<file path="config.mk">
export PLATFORM = sky130hd
export DESIGN_NAME = jump_sequencer
export DESIGN_NICKNAME = d
export VERILOG_FILES = /design/src/rtl/jump_sequencer.sv
export SDC_FILE = /design/constraint.sdc
export NUM_CORES = 1
export LEC_CHECK = 0
export CAP_MARGIN = 30
export CORE_MARGIN = 1.5
export CORE_UTILIZATION = 60
export CTS_CLUSTER_DIAMETER = 40
export DETAILED_ROUTE_END_ITERATION = 12
export DONT_BUFFER_PORTS = 1
export PLACE_DENSITY_LB_ADDON = 0.2
export SYNTH_ARGS = -nofsm -noshare
export SYNTH_HDL_FRONTEND = slang
export SYNTH_SLANG_ARGS = --single-unit
</file>
<file path="constraint.sdc">
create_clock -name Clk -period 4.1 [get_ports Clk]
set_input_delay 0.41 -clock Clk [delete_from_list [all_inputs] [get_ports Clk]]
set_output_delay 0.41 -clock Clk [all_outputs]
set_load 0.01 [all_outputs]
</file>
<file path="src/rtl/jump_sequencer.sv">
// Frame-rate doodle motion and game-phase controller: sequences Y, velocity,
// screen scroll and bounce score once per video frame.
module jump_sequencer #(
  parameter int Y_START     = 400,
  parameter int V_JUMP      = 12,
  parameter int V_MAX       = 15,
  parameter int G_DIV       = 4,
  parameter int SCROLL_LINE = 160,
  parameter int Y_FLOOR     = 479
) (
  input  logic        Clk,
  input  logic        Reset,
  input  logic        frame_tick,
  input  logic        start,
  input  logic        ack,
  input  logic        plat_hit,
  output logic [9:0]  doodle_y,
  output logic [4:0]  scroll_amt,
  output logic        scroll_vld,
  output logic [15:0] score,
  output logic        q_I,
  output logic        q_Up,
  output logic        q_Down,
  output logic        q_Done
);

  localparam int GW = (G_DIV > 1) ? $clog2(G_DIV) : 1;

  typedef enum logic [3:0] {
    S_INIT = 4'b0001,
    S_UP   = 4'b0010,
    S_DOWN = 4'b0100,
    S_DONE = 4'b1000
  } state_t;

  state_t r_state, w_stateNxt;

  logic [9:0]    r_y, w_yNxt;
  logic [4:0]    r_vel, w_velNxt;
  logic [GW-1:0] r_grav, w_gravNxt;
  logic [15:0]   r_score, w_scoreNxt;
  logic [4:0]    r_scrollAmt, w_scrollAmtNxt;
  logic          r_scrollVld, w_scrollVldNxt;

  // Y arithmetic is carried in 11 bits so a rise or fall can never wrap
  logic [10:0]   w_yExt, w_nyUp, w_nyDown;
  logic          w_gravWrap;
  logic [GW-1:0] w_gravInc;
  logic [4:0]    w_velDec;

  assign w_yExt     = {1'b0, r_y};
  assign w_nyUp     = w_yExt - {6'd0, r_vel};
  assign w_nyDown   = w_yExt + {6'd0, r_vel};
  assign w_gravWrap = (r_grav == GW'(G_DIV - 1));
  assign w_gravInc  = w_gravWrap ? '0 : r_grav + 1'b1;
  assign w_velDec   = r_vel - 5'd1;

  always_ff @(posedge Clk or negedge Reset) begin
    if (!Reset) r_state <= S_INIT;
    else        r_state <= w_stateNxt;
  end

  always_comb begin
    w_stateNxt = r_state;
    unique case (r_state)
      S_INIT: if (start) w_stateNxt = S_UP;
      S_UP:   if (frame_tick && w_gravWrap && (w_velDec == 5'd0)) w_stateNxt = S_DOWN;
      S_DOWN: begin
        if (frame_tick) begin
          if (plat_hit)                           w_stateNxt = S_UP;
          else if (w_nyDown >= 11'(Y_FLOOR))      w_stateNxt = S_DONE;
        end
      end
      S_DONE: if (ack) w_stateNxt = S_INIT;
      default: w_stateNxt = S_INIT;
    endcase
  end

  // Next values of the registered datapath outputs, plus the state flag decode
  always_comb begin
    w_yNxt         = r_y;
    w_velNxt       = r_vel;
    w_gravNxt      = r_grav;
    w_scoreNxt     = r_score;
    w_scrollAmtNxt = r_scrollAmt;
    w_scrollVldNxt = 1'b0;
    q_I            = (r_state == S_INIT);
    q_Up           = (r_state == S_UP);
    q_Down         = (r_state == S_DOWN);
    q_Done         = (r_state == S_DONE);
    unique case (r_state)
      S_INIT: begin
        if (start) begin
          w_yNxt     = 10'(Y_START);
          w_velNxt   = 5'(V_JUMP);
          w_gravNxt  = '0;
          w_scoreNxt = '0;
        end
      end
      S_UP: begin
        if (frame_tick) begin
          // Rise above the scroll line is handed to the renderer as scroll
          if (w_nyUp < 11'(SCROLL_LINE)) begin
            w_yNxt         = 10'(SCROLL_LINE);
            w_scrollAmtNxt = 5'(11'(SCROLL_LINE) - w_nyUp);
            w_scrollVldNxt = 1'b1;
          end else begin
            w_yNxt = w_nyUp[9:0];
          end
          w_gravNxt = w_gravInc;
          if (w_gravWrap) w_velNxt = w_velDec;
        end
      end
      S_DOWN: begin
        if (frame_tick) begin
          if (plat_hit) begin
            w_velNxt   = 5'(V_JUMP);
            w_gravNxt  = '0;
            w_scoreNxt = (r_score == 16'hFFFF) ? r_score : r_score + 16'd1;
          end else if (w_nyDown >= 11'(Y_FLOOR)) begin
            w_yNxt = 10'(Y_FLOOR);
          end else begin
            w_yNxt    = w_nyDown[9:0];
            w_gravNxt = w_gravInc;
            if (w_gravWrap && (r_vel != 5'(V_MAX))) w_velNxt = r_vel + 5'd1;
          end
        end
      end
      S_DONE: begin
        if (ack) w_yNxt = 10'(Y_START);
      end
      default: ;
    endcase
  end

  always_ff @(posedge Clk or negedge Reset) begin
    if (!Reset) begin
      r_y         <= 10'(Y_START);
      r_vel       <= '0;
      r_grav      <= '0;
      r_score     <= '0;
      r_scrollAmt <= '0;
      r_scrollVld <= 1'b0;
    end else begin
      r_y         <= w_yNxt;
      r_vel       <= w_velNxt;
      r_grav      <= w_gravNxt;
      r_score     <= w_scoreNxt;
      r_scrollAmt <= w_scrollAmtNxt;
      r_scrollVld <= w_scrollVldNxt;
    end
  end

  assign doodle_y   = r_y;
  assign scroll_amt = r_scrollAmt;
  assign scroll_vld = r_scrollVld;
  assign score      = r_score;

endmodule

</file>
==> impl_metrics.py, run 1 <==
metrics = {
    "clock_tree": {
        "holdBufCountCts": 2,
        "clockBufferDepth": 2,
        "clk_pin_slew_ns": 0.09,
        "numCtsBuffers": 5,
        "cts_setup_buffers": 0,
        "clock-sinks": 43,
        "cts_tree": "yes",
        "cts-root-buf": "clkbuf_8",
        "htreeDepth": 2,
        "clk_latency_ns": 0.31,
        "cts_resized": 0,
    },
    "timing": {
        "period_minus_slack_ns": 3.37,
        "post-route-period-util_pct": 82.1,
        "finalHoldViolations": 0,
        "skew_ns": 0.0100,
        "fin_ws_ns": 0.732,
        "setup_viol": 0,
        "rsz0062_at_grt": "false",
        "timing.fmax_mhz": 297,
        "worst_pin_slew_ns": 0.655,
        "drv_slew": 0,
        "max_slew_margin_pct": 56.3,
        "tns_ns": 0,
    },
    "cells_and_area": {
        "mostFrequentLayoutCell": "nor2_1",
        "diodes": 0,
        "layout_common_cells": "nor2_1 (40), nand2_1 (39), dfrtp_1 (39), o21ai_0 (27), inv_1 (18)",
        "drive_gt1_share_pct": 9.79,
        "final_net_count": 402,
        "synthToLayoutAreaGrowth_pct": 4.69,
        "finalNonFillerCells": 448,
        "final_design_area_no_fill_um2": 3460,
    },
    "synthesis": {
        "postSynth.asyncResetShare_pct": 100,
        "synth_seq_cells": 43,
        "syn-instance-count": 384,
        "synth_area_um2": 3310,
        "synthesis.nets": 409,
        "syn_area_per_cell_um2": 8.62,
        "ys_seq_area_share_pct": 32.7,
        "synth_edf_count": 0,
        "netlist.top_cell.by_area": "dfrtp_1",
        "synth_top_area_share_pct": 29.5,
        "synthTopCellsByArea": "dfrtp_1 (30%), ha_1 (6.4%), nor2_1 (4.5%)",
        "synth_cell_type_count": 73,
        "synth_ff_type": "dfrtp_1",
        "ys_warn_count": 0,
    },
    "pwr": {
        "power.total_uw": 1990,
        "p_leak_uw": 0.00146,
        "powerDensity_nw_per_um2": 574,
        "ir_worst_vdd_mv": 0.301,
    },
    "route": {
        "vias_per_cell": 6.48,
        "vias": 2901,
        "drt_pre_antenna_iters": 5,
        "wl_um": 8230,
        "ant_nets": 0,
        "first_iter_violations": 218,
        "wl_per_cell_um": 18.4,
        "drc": 0,
    },
    "placed_design": {
        "gp_congestion": 0.904,
        "post-place-ws_ns": 0.790,
        "dp_hpwl_um": 5980,
        "portBuffers": 0,
        "post-place-cells": 438,
        "dpl_cell_area_um2": 3320,
    },
    "critical_path": {
        "reg2reg_depth": 10,
        "r2r_end": "r_vel[4]$_DFFE_PN0P_",
        "critPathMaxFanout": 11,
        "crit_family": "multiplexers",
        "arrival_ns": 3.58,
        "slowest_delay_ns": 0.57,
        "path_class": "flip-flop to flip-flop",
        "path_cells": "inv_1 -> ha_1 -> nor2b_1 -> o311ai_2 -> a21oi_1 -> mux2i_2 -> and2_1 -> a31oi_4 -> nor2_2 -> mux2_4",
        "end_kind": "flip-flop",
        "reg2reg_slack_ns": 0.73,
        "worst-path-buf-inv": 1,
        "critPathRequiredTime_ns": 4.31,
        "reg2reg_from": "r_vel[2]$_DFFE_PN0P_",
        "cp-start-kind": "flip-flop",
        "cp_slowest_cell": "ha_1",
    },
    "floorplanning": {
        "die_h_um": 77.3,
        "die_w_um": 77.3,
        "die-area_um2": 5970,
        "initial_core_util_pct": 63.6,
        "ioPinCount": 42,
        "rows": 26,
        "core_area_um2": 5200,
    },
    "outcome": {
        "outcome": "finished, final reports clean",
    },
    "hold_path": {
        "hold_end": "r_state[0]$_DFFE_PN1P_",
        "hp-class": "input pin to flip-flop",
        "min_delay_path_depth": 1,
        "hp-start": "start",
    },
    "global_route": {
        "grt_max_degree": 44,
        "grt_pass1_wl_um": 13800,
        "grt_overflow": 0,
        "grt_use_total_pct": 29.1,
        "grt_pass1_vias": 2774,
        "antenna_found_initial": 0,
    },
    "flow_run": {
        "drv_cap": 0,
    },
}
==> where the power goes <==
part | leakage [µW] | switching (µW) | total, µW | internal, µW
registers | 0.000572 | 127 | 629 | 502
clock network | 0.0000581 | 159 | 341 | 181
logic | 0.000833 | 648 | 1020 | 370
==> routing by layer <==
metal	share of wire [%]	track usage [%]
met4	1.4	8.73
met3	6.6	7.62
met2	48	48.4
met5	0	0
met1	44	37.0
==> area by class of cell <==
| cell class | instances | area (µm²) |
|---|---|---|
| Clock buffer | 5 | 68.8 |
| Multi-Input combinational cell | 304 | 2070 |
| Timing Repair Buffer | 3 | 37.5 |
| Inverter | 20 | 75.1 |
| Fill cell | 431 | 1740 |
| Tap cell | 70 | 87.6 |
| Sequential cell | 43 | 1080 |
| Clock inverter | 3 | 43.8 |
==> worst max-delay path by stage <==
| stage | end | cells after the start | from |
|---|---|---|---|
| 6_report | r_vel[4]$_DFFE_PN0P_ | 10 | r_vel[2]$_DFFE_PN0P_ |
| 5_1_grt | r_vel[1]$_DFFE_PN0P_ | 11 | r_vel[0]$_DFFE_PN0P_ |
| 4_1_cts | r_vel[4]$_DFFE_PN0P_ | 10 | r_vel[2]$_DFFE_PN0P_ |
| 3_5_place_dp | r_vel[4]$_DFFE_PN0P_ | 10 | r_vel[2]$_DFFE_PN0P_ |
| 3_3_place_gp | r_vel[4]$_DFFE_PN0P_ | 10 | r_vel[2]$_DFFE_PN0P_ |
| 2_1_floorplan | r_vel[4]$_DFFE_PN0P_ | 12 | r_vel[2]$_DFFE_PN0P_ |
==> cell families after synthesis <==
family / synth area share, %
compound gates: 23.3
mux: 1.21
xor+xnor: 6.88
flops: 32.7
simple gates: 23.6
fa+ha+maj: 7.64
buf+inv: 4.76
==> through the flow <==
step	util, %	hold slack, ns
final	66.5	0.166
after detailed placement	63.8	0.115
after floorplan	-	0.114
after global placement	63.8	0.115
after global routing	66.5	0.152
after CTS	66.5	0.165
==> synthesized netlist by cell type (all sizes together) (5+ instances only) <==
library cell,count
inv,19
xnor2,14
a21oi,17
clkbuf,12
xor2,12
a31oi,9
a22o,5
nor2b,5
o21ai,30
nor3,14
buf,5
nor2,42
dfrtp,39
nand2,40
nand3,17
ha,17
nand4,7
==> state kept, by name, indices dropped and copies added, names as in the netlist <==
signal      cells
doodle_y       10
r_grav          2
r_state         4
r_vel           5
score          16
scroll_amt      5
scroll_vld      1
No activity file was read; power rests on OpenSTA's default activity.
==> inputs of run 2 (changes only) <==
--- a/config.mk
+++ b/config.mk
@@ -7,7 +7,7 @@
 export LEC_CHECK = 0
 export CAP_MARGIN = 30
 export CORE_MARGIN = 1.5
-export CORE_UTILIZATION = 60
+export CORE_UTILIZATION = 58
 export CTS_CLUSTER_DIAMETER = 40
 export DETAILED_ROUTE_END_ITERATION = 12
 export DONT_BUFFER_PORTS = 1
==> constraint.sdc (replaced) <==
create_clock -name Clk -period 2.88 [get_ports Clk]
set_input_delay 0.288 -clock Clk [delete_from_list [all_inputs] [get_ports Clk]]
set_output_delay 0.288 -clock Clk [all_outputs]
set_load 0.01 [all_outputs]
==> run 2 against run 1 <==
Effect of this change: design area grew 14%; sequential cell count stayed put; non-clock buffer count is 42 higher; largest cell class unchanged; sequential share of layout area decreased by 3.8 points; count of clock-buffer cells in the layout rose by 1; the run now ends with negative setup slack left; critical path depth is the same; combinational power up 85%.
==> impl_metrics.py, run 2 (synthesized netlist as in run 1, its figures left out) <==
metrics = {
    "outcome": {
        "outcome": "complete, but fails checks",
        "violations": "negative setup slack",
    },
    "route": {
        "wl_per_cell_um": 18.3,
        "first_iter_violations": 218,
        "vias": 3060,
        "drt_pre_antenna_iters": 5,
        "wl_um": 9000,
        "drc": 0,
        "ant_nets": 0,
        "vias_per_cell": 6.22,
    },
    "pwr": {
        "ir_worst_vdd_mv": 0.424,
        "power.total_uw": 3320,
        "powerDensity_nw_per_um2": 841,
        "p_leak_uw": 0.00173,
    },
    "hold_path": {
        "hp-class": "input pin to flip-flop",
        "hp-start": "start",
        "hold_end": "r_state[0]$_DFFE_PN1P_",
        "min_delay_path_depth": 1,
    },
    "floorplanning": {
        "ioPinCount": 42,
        "die-area_um2": 6170,
        "die_h_um": 78.5,
        "rows": 27,
        "die_w_um": 78.5,
        "core_area_um2": 5510,
        "initial_core_util_pct": 60.1,
    },
    "placed_design": {
        "portBuffers": 0,
        "dp_hpwl_um": 6150,
        "dpl_cell_area_um2": 3570,
        "gp_congestion": 0.898,
        "post-place-ws_ns": -0.0672,
        "post-place-cells": 472,
    },
    "critical_path": {
        "cp-start-kind": "flip-flop",
        "reg2reg_slack_ns": -0.04,
        "arrival_ns": 3.12,
        "reg2reg_depth": 10,
        "r2r_end": "r_vel[4]$_DFFE_PN0P_",
        "path_class": "flip-flop to flip-flop",
        "critPathRequiredTime_ns": 3.09,
        "reg2reg_from": "r_vel[2]$_DFFE_PN0P_",
        "end_kind": "flip-flop",
        "critPathMaxFanout": 8,
    },
    "cells_and_area": {
        "final_net_count": 444,
        "synthToLayoutAreaGrowth_pct": 19.4,
        "diodes": 0,
        "largest_reg_flops": 16,
        "finalNonFillerCells": 492,
        "drive_gt1_share_pct": 24.0,
        "final_design_area_no_fill_um2": 3950,
        "layout_common_cells": "nand2_1 (39), nor2_1 (39), dfrtp_1 (39), buf_4 (38), o21ai_0 (22)",
        "fillCellCount": 410,
    },
    "timing": {
        "skew_ns": 0.0166,
        "fin_ws_ns": -0.0394,
        "finalHoldViolations": 0,
        "worst_pin_slew_ns": 0.692,
        "post-route-period-util_pct": 101,
        "timing.fmax_mhz": 343,
        "period_minus_slack_ns": 2.92,
        "tns_ns": -0.128,
        "rsz0062_at_grt": "true",
        "setup_viol": 4,
        "max_slew_margin_pct": 53.9,
        "drv_slew": 0,
    },
    "global_route": {
        "grt_overflow": 0,
        "grt_max_degree": 44,
        "grt_use_total_pct": 29.4,
        "grt_pass1_vias": 2946,
        "antenna_found_initial": 0,
        "grt_pass1_wl_um": 14400,
    },
    "flow_run": {
        "drv_cap": 0,
    },
    "clock_tree": {
        "clk_pin_slew_ns": 0.10,
        "clk_latency_ns": 0.31,
        "htreeDepth": 2,
        "cts-root-buf": "clkbuf_8",
        "clockBufferDepth": 2,
        "clock-sinks": 43,
        "cts_tree": "yes",
        "numCtsBuffers": 5,
    },
}
run 2: routing by layer:
layer | vias up | track usage (%) | part of all wire (%)
met4 | 0 | 6.61 | 1.4
met3 | 13 | 6.16 | 5.2
li1 | 1464 | - | -
met1 | 1469 | 39.0 | 44
met5 | - | 0 | 0
met2 | 114 | 49.0 | 49
run 2: final cells by class:
cell class / instances / area (µm²) / share of cell area [%]
multi-input combinational: 304 / 2190 / 55.4
sequential: 43 / 1080 / 27.4
timing repair buffer: 45 / 382 / 9.66
tap: 72 / 90.1 / 2.28
inverter: 20 / 75.1 / 1.90
clock buffer: 6 / 72.6 / 1.84
clock inverter: 2 / 60.1 / 1.52
run 2: critical path: stages (launching register included):
cell and delay (ns):
dfrtp_1 0.38, inv_2 0.05, ha_2 0.44, nor2b_1 0.14, o31a_1 0.30, o21ai_2 0.28, o41ai_4 0.13, o311ai_4 0.48
a31oi_4 0.14, nor2_2 0.16, mux2_4 0.31
run 2: worst max path at each step:
stage / start / endpoint / slack [ns] / cells after the start
2_1_floorplan: r_vel[2]$_DFFE_PN0P_ / r_vel[4]$_DFFE_PN0P_ / 0.03 / 12
3_3_place_gp: r_vel[0]$_DFFE_PN0P_ / scroll_amt[0]$_DFFE_PN0P_ / -0.04 / 13
3_5_place_dp: r_vel[0]$_DFFE_PN0P_ / scroll_amt[0]$_DFFE_PN0P_ / -0.07 / 13
4_1_cts: r_vel[0]$_DFFE_PN0P_ / scroll_amt[0]$_DFFE_PN0P_ / 0.01 / 13
5_1_grt: doodle_y[0]$_DFFE_PN0P_ / r_grav[1]$_DFFE_PN0P_ / -0.14 / 12
6_report: r_vel[2]$_DFFE_PN0P_ / r_vel[4]$_DFFE_PN0P_ / -0.04 / 10
run 2: what timing repair did:
action,in CTS,in global routing
pin swaps,8,13
resized for setup,11,21
cloned,0,1
hold buffers,2,0
setup endpoints to repair,14,21
hold endpoints to repair,43,0
setup buffers,4,5
run 2: metrics by stage:
stage | hold WS (ns) | utilization, %
2_1_floorplan | -0.00759 | -
3_3_place_gp | -0.00681 | 64.9
3_5_place_dp | -0.00676 | 64.9
4_1_cts | 0.0438 | 69.5
5_1_grt | 0.0373 | 71.7
6_report | 0.0439 | 71.7
run 2: power by group:
group / internal, µW / switching, µW
Clock: 347 / 227
Sequential: 715 / 144
Combinational: 779 / 1110
==> inputs of run 3 (changes only) <==
--- a/config.mk
+++ b/config.mk
@@ -6,12 +6,15 @@
 export NUM_CORES = 1
 export LEC_CHECK = 0
 export CAP_MARGIN = 30
+export CELL_PAD_IN_SITES_DETAIL_PLACEMENT = 1
+export CELL_PAD_IN_SITES_GLOBAL_PLACEMENT = 1
 export CORE_MARGIN = 1.5
-export CORE_UTILIZATION = 58
+export CORE_UTILIZATION = 44
 export CTS_CLUSTER_DIAMETER = 40
 export DETAILED_ROUTE_END_ITERATION = 12
 export DONT_BUFFER_PORTS = 1
 export PLACE_DENSITY_LB_ADDON = 0.2
+export RECOVER_POWER = 25
 export SYNTH_ARGS = -nofsm -noshare
 export SYNTH_HDL_FRONTEND = slang
 export SYNTH_SLANG_ARGS = --single-unit
==> run 3 against run 2 <==
Effect of this change: the run ends with max-capacitance violations, max-slew violations, negative setup slack left; cell count increased by 6.9%; clock power decreased by 27%; power is 0.74% higher; sequential power increased by 2%; critical path depth is 2 higher; sequential share of layout area shrank 0.99 points; utilization shrank 15 points; hold slack improved by 0.0037 ns; global-route usage shrank 3.8 points; register-to-register slack about the same; largest power group unchanged; highest routed layer unchanged.
==> impl_metrics.py, run 3 (synthesized netlist as in run 1, its figures left out) <==
metrics = {
    "route": {
        "vias": 3148,
        "wl_per_cell_um": 20.5,
        "drc": 0,
        "drt_pre_antenna_iters": 4,
        "wl_um": 10800,
        "vias_per_cell": 5.98,
        "ant_nets": 0,
        "first_iter_violations": 213,
    },
    "clock_tree": {
        "cts-root-buf": "clkbuf_8",
        "cts_tree": "yes",
        "clock-sinks": 43,
        "clk_pin_slew_ns": 0.10,
        "htreeDepth": 2,
        "clockBufferDepth": 2,
        "numCtsBuffers": 5,
        "clk_latency_ns": 0.31,
    },
    "timing": {
        "period_minus_slack_ns": 2.92,
        "fin_ws_ns": -0.0388,
        "post-route-period-util_pct": 101,
        "max_slew_margin_pct": -33.5,
        "worst_pin_slew_ns": 2.00,
        "skew_ns": 0.00790,
        "timing.fmax_mhz": 343,
        "setup_viol": 7,
        "finalHoldViolations": 0,
        "drv_slew": 44,
        "rsz0062_at_grt": "true",
        "holdWs_ns": 0.0475,
    },
    "cells_and_area": {
        "drive_gt1_share_pct": 27.4,
        "layout_common_cells": "buf_4 (42), nor2_1 (39), dfrtp_1 (39), nand2_1 (36), o21ai_1 (15)",
        "final_net_count": 451,
        "fillCellCount": 867,
        "mostFrequentLayoutCell": "buf_4",
        "largest_reg_flops": 16,
        "diodes": 0,
        "final_design_area_no_fill_um2": 4100,
        "synthToLayoutAreaGrowth_pct": 23.9,
    },
    "critical_path": {
        "path_cells": "ha_4 -> inv_2 -> fa_2 -> buf_6 -> xnor2_1 -> nor3_2 -> o21ai_2 -> a2111oi_4 -> o311ai_4 -> a31oi_4 -> nor2_4 -> mux2_4",
        "reg2reg_from": "doodle_y[0]$_DFFE_PN0P_",
        "r2r_end": "r_vel[4]$_DFFE_PN0P_",
        "end_kind": "flip-flop",
        "crit_family": "compound AO/OA/AOI/OAI gates",
        "path_class": "flip-flop to flip-flop",
        "critPathMaxFanout": 7,
        "reg2reg_depth": 12,
        "arrival_ns": 3.12,
        "slowest_delay_ns": 0.50,
        "crit_cells": 12,
        "cp-start-kind": "flip-flop",
        "worst-path-buf-inv": 2,
        "critPathRequiredTime_ns": 3.08,
        "cp_slowest_cell": "o311ai_4",
        "reg2reg_slack_ns": -0.04,
    },
    "global_route": {
        "grt_overflow": 0,
        "antenna_found_initial": 0,
        "grt_pass1_wl_um": 16600,
        "grt_max_degree": 44,
        "grt_pass1_vias": 3072,
        "grt_use_total_pct": 25.6,
    },
    "placed_design": {
        "portBuffers": 0,
        "dp_hpwl_um": 7150,
        "dpl_cell_area_um2": 3630,
        "gp_congestion": 0.871,
    },
    "flow_run": {
        "drv_cap": 1,
    },
    "floorplanning": {
        "ioPinCount": 42,
        "die_h_um": 89.7,
        "core_area_um2": 7250,
        "die_w_um": 89.7,
        "rows": 31,
        "die-area_um2": 8050,
        "initial_core_util_pct": 45.6,
    },
    "pwr": {
        "p_leak_uw": 0.00176,
        "ir_worst_vdd_mv": 0.523,
        "power.total_uw": 3350,
        "powerDensity_nw_per_um2": 817,
    },
    "hold_path": {
        "min_delay_path_depth": 1,
        "hold_end": "r_state[0]$_DFFE_PN1P_",
        "hp-start": "start",
        "hp-class": "input pin to flip-flop",
    },
    "outcome": {
        "outcome": "complete, but fails checks",
        "violations": "max-capacitance violations, max-slew violations, negative setup slack",
    },
}
==> run 3: changes by cell type in the layout (fill, tap and decap cells not counted), sizes merged <==
cell	delta
inv	+1
bufinv	-2
dlymetal6s4s	+1
buf	+6
clkinvlp	+2
clkbuf	-1
==> run 3: layer usage <==
metal | share of wire (%) | global-route usage (%) | vias up
met5 | 0 | 0 | -
met4 | 1.8 | 7.14 | 0
met3 | 4.0 | 4.31 | 19
met2 | 50 | 42.0 | 82
met1 | 44 | 34.9 | 1580
li1 | - | - | 1467
==> run 3: worst max path at each step <==
stage | startpoint | end | slack (ns)
finish | doodle_y[0]$_DFFE_PN0P_ | r_vel[4]$_DFFE_PN0P_ | -0.04
global route | doodle_y[0]$_DFFE_PN0P_ | doodle_y[2]$_DFFE_PN0P_ | -0.17
floorplan | r_vel[2]$_DFFE_PN0P_ | r_vel[4]$_DFFE_PN0P_ | 0.03
detailed placement | doodle_y[0]$_DFFE_PN0P_ | r_vel[2]$_DFFE_PN0P_ | -0.16
CTS | doodle_y[0]$_DFFE_PN0P_ | doodle_y[6]$_DFFE_PN0P_ | -0.03
global placement | doodle_y[0]$_DFFE_PN0P_ | r_vel[1]$_DFFE_PN0P_ | -0.09
==> run 3: stage by stage <==
step / setup slack, ns / setup TNS [ns] / util [%] / cells
2_1_floorplan: 0.0261 / 0 / - / 384
3_3_place_gp: -0.0916 / -0.276 / 50.0 / 502
3_5_place_dp: -0.156 / -0.668 / 50.0 / 502
4_1_cts: -0.0258 / -0.0395 / 53.4 / 520
5_1_grt: -0.169 / -1.60 / 56.5 / 526
6_report: -0.0388 / -0.184 / 56.5 / 526
==> run 3: timing repair <==
action                                 CTS  global route
endpoints found under the hold margin   43             0
hold buffers                             2             0
setup endpoints to repair               11            23
pin swaps                               12            25
buffers inserted                         8             7
gates resized for setup                 14            48
==> run 3: cell type report <==
| cell class | instances | area [µm²] | area share [%] |
|---|---|---|---|
| flip-flops and latches | 43 | 1080 | 26.4 |
| clock inverters | 3 | 23.8 | 0.580 |
| well taps | 99 | 124 | 3.02 |
| inverters | 20 | 75.1 | 1.83 |
| repair buffers | 52 | 428 | 10.4 |
| multi-input cells | 304 | 2300 | 56.1 |
| clock buffers | 5 | 68.8 | 1.68 |
==> run 3: report_power, final <==
| group | internal, µW | switching, µW |
|---|---|---|
| Clock | 174 | 245 |
| Sequential | 715 | 158 |
| Combinational | 851 | 1210 |
| Total | 1740 | 1610 |
